**src/rtl/gs_ddram_bridge.sv**
```systemverilog
// Byte-wide General Sound memory port to 64-bit single-beat DDR3 bridge.
// Define GS_DDRAM_CACHE_EN to add a one-line, write-through read cache.
module gs_ddram_bridge #(
  parameter int          ADDR_W     = 21,
  parameter logic [28:0] BASE_WADDR = 29'h0600_0000
) (
  input  logic              DDRAM_CLK,
  input  logic              reset,
  input  logic [ADDR_W-1:0] addr,
  input  logic [7:0]        din,
  output logic [7:0]        dout,
  input  logic              we,
  input  logic              rd,
  output logic              ready,
  input  logic              DDRAM_BUSY,
  output logic [7:0]        DDRAM_BURSTCNT,
  output logic [28:0]       DDRAM_ADDR,
  input  logic [63:0]       DDRAM_DOUT,
  input  logic              DDRAM_DOUT_READY,
  output logic              DDRAM_RD,
  output logic [63:0]       DDRAM_DIN,
  output logic [7:0]        DDRAM_BE,
  output logic              DDRAM_WE,
  output logic [1:0]        fsm_state
);

  // Handshake: a rising edge on we/rd starts one request while ready=1;
  // ready drops in that same cycle and rises again once it completes.
  // DDR side: RD/WE are held until a cycle with DDRAM_BUSY=0 accepts them.
  typedef enum logic [1:0] {
    S_IDLE   = 2'd0,
    S_WR     = 2'd1,
    S_RD     = 2'd2,
    S_RDWAIT = 2'd3
  } state_t;

  state_t      state, state_next;
  logic        old_rd, old_we;
  logic        wr_edge, rd_edge, rd_edge_miss;
  logic        cache_hit;
  logic [7:0]  cache_byte;
  logic        take_wr, take_rd, take_hit;
  logic [2:0]  lane;
  logic [28:0] waddr_q;
  logic [63:0] din_q;
  logic [7:0]  be_q;

  assign wr_edge      = we & ~old_we;
  assign rd_edge      = rd & ~old_rd;
  assign rd_edge_miss = rd_edge & ~cache_hit;

  // A write edge wins over a simultaneous read edge; that read is dropped.
  assign take_wr  = (state == S_IDLE) & wr_edge;
  assign take_rd  = (state == S_IDLE) & ~wr_edge & rd_edge_miss;
  assign take_hit = (state == S_IDLE) & ~wr_edge & rd_edge & cache_hit;

  always_ff @(posedge DDRAM_CLK) begin
    if (reset) begin
      old_rd <= 1'b0;
      old_we <= 1'b0;
    end else begin
      old_rd <= rd;
      old_we <= we;
    end
  end

  always_ff @(posedge DDRAM_CLK) begin
    if (reset) state <= S_IDLE;
    else       state <= state_next;
  end

  always_comb begin
    state_next = state;
    unique case (state)
      S_IDLE: begin
        if (take_wr)      state_next = S_WR;
        else if (take_rd) state_next = S_RD;
      end
      S_WR:     if (!DDRAM_BUSY)       state_next = S_IDLE;
      S_RD:     if (!DDRAM_BUSY)       state_next = S_RDWAIT;
      S_RDWAIT: if (DDRAM_DOUT_READY)  state_next = S_IDLE;
      default:                         state_next = S_IDLE;
    endcase
  end

  assign ready          = (state == S_IDLE) & ~wr_edge & ~rd_edge_miss;
  assign DDRAM_WE       = (state == S_WR);
  assign DDRAM_RD       = (state == S_RD);
  assign DDRAM_BURSTCNT = 8'd1;
  assign DDRAM_ADDR     = waddr_q;
  assign DDRAM_DIN      = din_q;
  assign DDRAM_BE       = be_q;
  assign fsm_state      = state;

  always_ff @(posedge DDRAM_CLK) begin
    if (reset) begin
      waddr_q <= BASE_WADDR;
      din_q   <= 64'd0;
      be_q    <= 8'd0;
      lane    <= 3'd0;
    end else if (take_wr || take_rd) begin
      waddr_q <= BASE_WADDR + 29'(addr[ADDR_W-1:3]);
      lane    <= addr[2:0];
      be_q    <= take_wr ? (8'd1 << addr[2:0]) : 8'hFF;
      if (take_wr) din_q <= {8{din}};
    end
  end

  always_ff @(posedge DDRAM_CLK) begin
    if (reset)
      dout <= 8'hFF;
    else if (state == S_RDWAIT && DDRAM_DOUT_READY)
      dout <= DDRAM_DOUT[{lane, 3'b000} +: 8];
    else if (take_hit)
      dout <= cache_byte;
  end

`ifdef GS_DDRAM_CACHE_EN
  logic [63:0]       line;
  logic [ADDR_W-4:0] line_tag;
  logic [ADDR_W-4:0] tag_q;
  logic              line_valid;

  assign cache_hit  = line_valid & (line_tag == addr[ADDR_W-1:3]);
  assign cache_byte = line[{addr[2:0], 3'b000} +: 8];

  always_ff @(posedge DDRAM_CLK) begin
    if (reset)        tag_q <= '0;
    else if (take_rd) tag_q <= addr[ADDR_W-1:3];
  end

  always_ff @(posedge DDRAM_CLK) begin
    if (reset)
      line_valid <= 1'b0;
    else if (state == S_RDWAIT && DDRAM_DOUT_READY)
      line_valid <= 1'b1;
  end

  // Writes that hit the line patch it so later hits see the new byte.
  always_ff @(posedge DDRAM_CLK) begin
    if (reset) begin
      line     <= 64'd0;
      line_tag <= '0;
    end else if (state == S_RDWAIT && DDRAM_DOUT_READY) begin
      line     <= DDRAM_DOUT;
      line_tag <= tag_q;
    end else if (take_wr && cache_hit) begin
      line[{addr[2:0], 3'b000} +: 8] <= din;
    end
  end
`else
  assign cache_hit  = 1'b0;
  assign cache_byte = 8'hFF;
`endif

endmodule

```
**config.mk**
```make
export PLATFORM = sky130hd
export DESIGN_NAME = gs_ddram_bridge
export DESIGN_NICKNAME = d
export VERILOG_FILES = /design/src/rtl/gs_ddram_bridge.sv
export SDC_FILE = /design/constraint.sdc
export NUM_CORES = 1
export LEC_CHECK = 0
export ABC_AREA = 1
export BUFFER_PORTS_ARGS = -buffer_cell sky130_fd_sc_hd__buf_4
export CAP_MARGIN = 20
export CORE_MARGIN = 4
export CORE_UTILIZATION = 40
export DETAILED_ROUTE_END_ITERATION = 12
export PLACE_DENSITY = 0.78
export SLEW_MARGIN = 20
export SYNTH_ARGS = -nofsm -noshare
export SYNTH_HDL_FRONTEND = slang
export SYNTH_SLANG_ARGS = --single-unit
```
**constraint.sdc**
```tcl
create_clock -name DDRAM_CLK -period 2.15 [get_ports DDRAM_CLK]
set_clock_uncertainty 0.15 [all_clocks]
set_input_delay 0.215 -clock DDRAM_CLK [delete_from_list [all_inputs] [get_ports DDRAM_CLK]]
set_output_delay 0.215 -clock DDRAM_CLK [all_outputs]
set_load 0.005 [all_outputs]
```
[Word-level counts from Yosys, hierarchy flattened]
Index checks and enable logic that the tools add are counted.
Operators by class
  shift operators: 2
  equal/unequal tests: 7
  bitwise gates (word level): 10
  add/subtract/negate cells: 1
  mux-type cells: 7
  reduce and logical (&&, ||, !) cells: 5
Operators by type and width (number)
  variable part select 64 x 7 -> 8 bit: 1
  adder 27 x 18 -> 28 bit (first input constant): 1
  two-way mux 2 bit: 5
  two-way mux 8 bit: 1
  one-hot mux 2 bit (4 select lines): 1
  left shift 1 x 3 -> 8 bit (first input constant): 1
  bitwise AND 1 bit: 6
  != test 2 bit (second input constant): 3
  == test 2 bit (second input constant): 2
  NOT 1 bit: 4
  AND reduction 4 bit: 1
  != test 3 bit (second input constant): 1
  == test 2 x 1 -> 1 bit (second input constant): 1
  zero test 2 bit: 1
  AND reduction 2 bit: 1
  logical AND 1 bit: 1
  logical OR 1 bit: 1
Word-level totals
  word-level logic and storage cells: 40
  output and inout port bits: 122
  input bits: 99
  register bits after elaboration: 116

[Depth between registers and ports, before layout]
Gate-level depths: netlist of run 1.
  depth in word-level cells: 8
  depth in mapped cells: 9

[Worst setup path before layout of run 1]
Ideal clock, no wire load.
  path kind: register -> register
  from: reg state[1] (netlist: fsm_state[1])
  to: reg be_q[6] (netlist: DDRAM_BE[6])
  path slack: 0.879 ns
  cell stages (with the launch flop): 8
  clock period less this slack: 1.271 ns
  data arrival time: 1.004 ns
  path buffers: 1
  cell sequence: dfxtp_1 > inv_1 > nand2_2 > nor2_4 > inv_2 > buf_6 > a31oi_1 > nor2_1
On the way
  word-level cells in the longest chain between the ends: 4
  elaborated cells between the ends (all ways): 6
Ends and longest elaborated chain
  start, declared: RTL line 37  | state_t state, state_next;
  start signal, assigned: RTL line 69  | else state <= state_next;
  zero test 2 bit *: RTL line 53, 54
  bitwise AND 1 bit: RTL line 54  | assign take_rd = (state == S_IDLE) & ~wr_edge & rd_edge_miss;
  bitwise AND 1 bit
  logical OR 1 bit: RTL line 101  | end else if (take_wr || take_rd) begin
  end signal, assigned: RTL line 104  | be_q <= take_wr ? (8'd1 << addr[2:0]) : 8'hFF;
  end, declared: RTL line 46  | logic [7:0] be_q;
Mark *: on every way between the ends. The rest lies on a longest branch, timed or not.
A chain may end at the register's enable or synchronous reset.

[Worst setup path in the final report of run 1]
  from: in we
  to: reg be_q[6] (netlist: DDRAM_BE[6])
On the way
  word-level cells in the longest chain between the ends: 5
  elaborated cells between the ends (all ways): 7
Ends and longest elaborated chain
  start, declared: RTL line 12  | input logic we,
  bitwise AND 1 bit *: RTL line 48  | assign wr_edge = we & ~old_we;
  NOT 1 bit: RTL line 54
  bitwise AND 1 bit: RTL line 54
  bitwise AND 1 bit
  logical OR 1 bit: RTL line 101
Marks and branches as above.

==> results of run 1 <==
metal layers:
metal  track usage (%)  wire (um)  vias up
met4              4.90        171        0
met5                 0          0        -
met2              34.8       4930      120
met3              3.88        630       12
met1              21.3       3750     1525
li1                  -          -     1713
cell families after synthesis:
logic type	count (synthesis)	synth area share (%)
flip-flops	49	30.7
AND/OR/NAND/NOR	230	29.9
buffers and inverters	164	30.1
AO/OA/AOI/OAI	55	8.98
other	2	0.235
stage by stage:
| step | hold WS (ps) | utilization (%) | worst slack, ps | area, um2 |
|---|---|---|---|---|
| 2_1_floorplan | 161 | - | 879 | 3260 |
| 3_3_place_gp | 277 | 54.5 | 657 | 4210 |
| 3_5_place_dp | 281 | 54.5 | 627 | 4210 |
| 4_1_cts | 0.526 | 57.1 | 429 | 4420 |
| 5_1_grt | 13.4 | 57.1 | 297 | 4420 |
| 6_report | 11.0 | 57.1 | 416 | 4420 |
critical path, stage by stage:
cell,delay (ps)
dlygate4sd3_1,530
buf_4,140
nand2_2,110
nand2_1,100
nand2_4,230
inv_4,170
o21ai_0,200
nor2_1,70
flip-flops by register name, indices dropped and copies added (netlist names):
signal      cells
old_rd          1
old_we          1
DDRAM_BE        8
lane            3
fsm_state       2
dout            8
DDRAM_ADDR     18
DDRAM_DIN       8
area by class of cell:
type	instances	area share (%)
flip-flops and latches	49	22.2
repair buffers	214	36.9
inverters	66	5.67
clock buffers	5	1.56
well taps	102	2.89
clock inverters	3	1.05
multi-input cells	304	29.7
power groups by stage:
stage	logic [mW]	registers, mW	clock network (mW)
floorplan	1.54	1.41	0
global placement	2.21	1.44	0
detailed placement	2.25	1.46	0
CTS	2.26	1.44	0.692
global route	2.52	1.49	0.727
finish	2.24	1.44	0.669
layout by cell type, fill, tap and decap left out:
cell type	synthesis	final
clkbuf_8	0	5
nand2_4	1	1
nand3_1	50	50
o31ai_1	2	2
nand2_1	107	107
a31oi_1	5	5
inv_2	2	2
inv_4	1	1
clkinv_4	0	1
clkinvlp_4	0	1
conb_1	2	19
nor2_1	67	67
o21ai_0	35	35
dlygate4sd3_1	0	9
nor2_4	1	1
dfxtp_1	49	49
buf_4	84	205
clkinv_1	2	2
inv_1	61	61
nand3_2	1	1
nor2_2	1	1
bufinv_16	0	1
a21oi_1	13	13
nand2_2	2	2
worst min path at each step:
stage               slack, ps  cells after the start             to   start
detailed placement        280                      3         old_rd      rd
CTS                       0.5                      3  DDRAM_DIN[58]  din[2]
finish                     10                      3  DDRAM_DIN[58]  din[2]
global placement          280                      3         old_rd      rd
global route               10                      3  DDRAM_DIN[58]  din[2]
floorplan                 160                      2        dout[0]   reset
==> impl_results.md, run 1 <==
* Reg2reg start: fsm_state[1]
* Fill count at 735
* Worst reg2reg path endpoint: DDRAM_BE[6]
* Die H at 97.3 um
* CTS root buf: clkbuf_8
* Final hold vios at 0
* Hold Crit Class: in2reg
* Setup Crit Path Kind: in2reg
* Number of synthesized flops with an enable pin at 0
* Core ar. at 7730 um2
* Status: finished, final reports clean
* CTS sink count at 49
* Vias at 3370
* TritonCTS clock tree: yes
* Setup bufs post-CTS at 0
* Max FO, Critical Path at 27
* Post-Syn Area at 3190 um2
* Post-DRT Antenna Nets at 0
* Int Pwr at 2.64 mW
* Inst Count DP at 726
* Gates resized, CTS repair at 0
* Clk pwr share at 15.4%
* Cell variety after synth at 23
* Final WL at 9480 um
* Maximum clock insertion buffer count at 2
* Vias per cell at 4.54
* WL per Instance at 12.8 um
* Max-Cap Viols at 0
* Area Overhead vs Synth at 38.3%
* Area of the multi-input gates at 1310 um2
* Register area at 981 um2
* Synth area leaders: dfxtp_1 (31%), buf_4 (20%), nand2_1 (13%), nor2_1 (7.9%), nand3_1 (7.8%)
* Initial antenna violation count at 0
* Largest net degree at the start of global routing at 38
* CTS hold repair buffers at 9
* Max-slew violation total from the final report at 0
* Final Cycle Share at 80.6%
* Number of remaining DRC errors at 0
* Synth top cells by count: nand2_1 (107), buf_4 (84), nor2_1 (67)
* Total global-route track usage at 18.6%
* Critical path launch point type: input port
* Commonest register cell after synthesis: dfxtp_1
* Sequential share of the synthesized area at 30.7%
* R2r setup slk at 600 ps
* Num rows at 32
* Reg2Reg Depth at 5
* # IOs at 221
* Initial DRC Count at 154
* CP endpoint: DDRAM_BE[6]
* Drt pass-1 iters at 4
* Total Power at 4.35 mW
* Nets at 739
* Average size of a mapped cell at 6.38 um2
* Vias in the first global route at 3185
* Placed wire-length estimate at 7260 um
* Async SR Flop Fraction at 0%
* Final setup TNS at 0 ps
* Worst skew pair latency at 300 ps
* Inserted Clock Buffers at 5
* VDD IR max at 0.709 mV
* Critical Path Start: we
* Worst Setup End Kind: register
* CTS clock-pin slew for the worst setup and hold paths at 90 ps
* Tmin final at 1730 ps
* H-tree depth at 2
* Pwr Density at 985 nW/um2
* Combinational share of power at 51.5%
* Antenna cell count at 0
* Initial Util at 41.3%
* Sequential power share at 33.1%
* Die span in x at 97.3 um
* Post-synth top area share at 30.7%
* Pleak at 2.47 nW
* Layout cells sized above 1 at 34.6%
* Sw frac at 39.2%
* Remaining global-route overflow at 0
* Die area at 9470 um2
* Crit path DAT at 1780 ps
* Gpl congestion at 0.876
* RSZ-0062 raised after global routing: false
* Net Sw Power at 1.70 mW
* Fmax at 577 MHz
* Most common cell in the netlist: nand2_1
* Crit path required time at 2200 ps
* Post-synthesis cell count at 500
* YS warnings at 0
* Yosys reg bits at 49
* Largest area contributor in the netlist: dfxtp_1
* Count of input and output buffers at 201
* Final Non-Filler Cells at 743
* First-pass GRT wire length at 15000 um
* Final setup fails at 0
No activity file was read; power rests on OpenSTA's default activity.
==> run 2: changes to the inputs <==
--- a/config.mk
+++ b/config.mk
@@ -9,7 +9,7 @@
 export BUFFER_PORTS_ARGS = -buffer_cell sky130_fd_sc_hd__buf_4
 export CAP_MARGIN = 20
 export CORE_MARGIN = 4
-export CORE_UTILIZATION = 40
+export CORE_UTILIZATION = 38
 export DETAILED_ROUTE_END_ITERATION = 12
 export PLACE_DENSITY = 0.78
 export SLEW_MARGIN = 20
==> constraint.sdc (replaced) <==
create_clock -name DDRAM_CLK -period 1.5 [get_ports DDRAM_CLK]
set_clock_uncertainty 0.15 [all_clocks]
set_input_delay 0.15 -clock DDRAM_CLK [delete_from_list [all_inputs] [get_ports DDRAM_CLK]]
set_output_delay 0.15 -clock DDRAM_CLK [all_outputs]
set_load 0.005 [all_outputs]
==> run 2 against run 1 <==
  * Sequential cell count is the same
  * First-iteration DRC count rose by 36%
  * Clock power increased by 26%
  * Clock-buffer cell count unchanged
  * Sequential power rose by 42%
  * Non-clock buffer count rose by 31
  * Combinational power up 58%
  * Design area rose by 7.4%
  * Critical path type unchanged
  * Largest power group unchanged
  * Highest routed layer unchanged
==> impl_results.md, run 2 (same netlist as run 1, synthesis figures left out) <==
* Worst path slowest cell: dlygate4sd3_1
* Max FO, Critical Path at 13
* Max-slew violation total from the final report at 0
* # IOs at 221
* Status: finished, final reports clean
* Fill count at 776
* Initial DRC Count at 210
* Crit-path cells: dlygate4sd3_1 > buf_4 > nor2_1 > dlygate4sd3_1
* Hold Crit Class: in2reg
* Vias at 3604
* Nets at 771
* Final hold vios at 0
* Count of input and output buffers at 201
* Worst Setup End Kind: register
* Pwr Density at 1350 nW/um2
* RSZ-0062 raised after global routing: true
* Post-DRT Antenna Nets at 0
* Placed wire-length estimate at 7430 um
* Initial antenna violation count at 0
* WL per Instance at 13.2 um
* Commonest non-fill, non-tap cell in the layout: buf_4
* Final WL at 10200 um
* Tmin final at 1440 ps
* Maximum clock insertion buffer count at 2
* VDD IR max at 0.728 mV
* Vias per cell at 4.63
* Crit path required time at 1550 ps
* Final setup fails at 0
* Remaining global-route overflow at 0
* Setup WS post-layout at 58.7 ps
* Area of the multi-input gates at 1330 um2
* Die span in x at 99.7 um
* CTS clock-pin slew for the worst setup and hold paths at 100 ps
* Initial Util at 39.0%
* CTS root buf: clkbuf_8
* Area Overhead vs Synth at 48.6%
* Final Cycle Share at 96.1%
* Total global-route track usage at 18.9%
* Fmax at 694 MHz
* Crit path DAT at 1490 ps
* Die area at 9930 um2
* Die H at 99.7 um
* H-tree depth at 2
* First-pass GRT wire length at 15400 um
* Most frequent cells in the layout: buf_4 (210), nand2_1 (106), nor2_1 (67)
* Largest register FFs at 18
* Setup Crit Path Kind: in2reg
* Num rows at 33
* Number of remaining DRC errors at 0
* Drt pass-1 iters at 4
* Worst skew pair latency at 310 ps
* Register area at 986 um2
* Antenna cell count at 0
* Core ar. at 8180 um2
* Max-Cap Viols at 0
* Vias in the first global route at 3288
* Largest net degree at the start of global routing at 38
* Gpl congestion at 0.910
* Pleak at 2.62 nW
* CP most frequent cell: dlygate4sd3_1
* WP buf/inv at 3
* CTS sink count at 49
* Pre-CTS WS at 43.8 ps
* TritonCTS clock tree: yes
* Max stage delay on crit path at 550 ps
* Inst Count DP at 735
* Top cell family by delay on the critical path: buffers and inverters
* Critical path launch point type: input port
* Final Non-Filler Cells at 778
* Layout cells sized above 1 at 34.8%
* Inserted Clock Buffers at 5
-- run 2: cell count changes in the layout (fill, tap and decap cells not counted), sizes merged --
cell / before / now
nand2: 110 / 111
clkinvlp: 1 / 0
bufinv: 1 / 0
dlygate4sd3: 9 / 32
buf: 205 / 213
inv: 64 / 66
-- run 2: cell type report --
type                            count  share of cell area (%)
Clock buffer                        5                    1.45
Clock inverter                      3                   0.607
Inverter                           66                    5.33
Multi-Input combinational cell    305                    28.0
Sequential cell                    49                    20.8
Tap cell                          105                    2.77
Timing Repair Buffer              245                    41.1
-- run 2: worst register-to-register path: cells and delay by family, from the launching register on --
family,cells,cell delay (ps)
buffers and inverters,2,300
and+or+nand+nor,3,280
AOI/OAI and AO/OA,1,160
DFF,1,390
-- run 2: per-stage QoR --
step	util (%)	instance area [um2]	total power, mW	TNS (ps)	hold slack (ps)
after CTS	57.6	4710	6.35	0	0.325
final	58.0	4740	6.42	0	9.07
after detailed placement	52.4	4280	5.41	0	230
after global routing	58.0	4740	6.92	-2.83	2.88
after floorplan	-	3260	4.23	0	95.8
after global placement	52.4	4280	5.32	0	216
-- run 2: power breakdown --
group | internal [mW] | switching, mW | total (mW)
clock | 0.349 | 0.492 | 0.842
sequential | 1.70 | 0.354 | 2.05
combinational | 1.79 | 1.73 | 3.53
-- run 2: final timing paths --
kind,startpoint,to,slack [ps],depth (start not counted)
max,reset,old_rd,60,4
min,addr[2],DDRAM_BE[5],9,3
max reg2reg,fsm_state[0],DDRAM_ADDR[17],100,6
min reg2reg,lane[1],lane[1],310,2
-- run 2: what timing repair did --
item / 4_1_cts / 5_1_grt
resized for setup: 2 / 5
pin swaps: 0 / 2
hold buffers: 32 / 0
cloned: 0 / 1
setup endpoints to repair: 1 / 14
buffers inserted: 0 / 2
hold endpoints to repair: 36 / 0
-- run 2: per-layer routing --
| layer | track usage (%) | up-vias | part of all wire [%] |
|---|---|---|---|
| li1 | - | 1783 | - |
| met1 | 20.8 | 1628 | 35 |
| met2 | 35.3 | 165 | 54 |
| met3 | 3.37 | 28 | 8.1 |
| met4 | 8.40 | 0 | 2.8 |
| met5 | 0 | - | 0 |
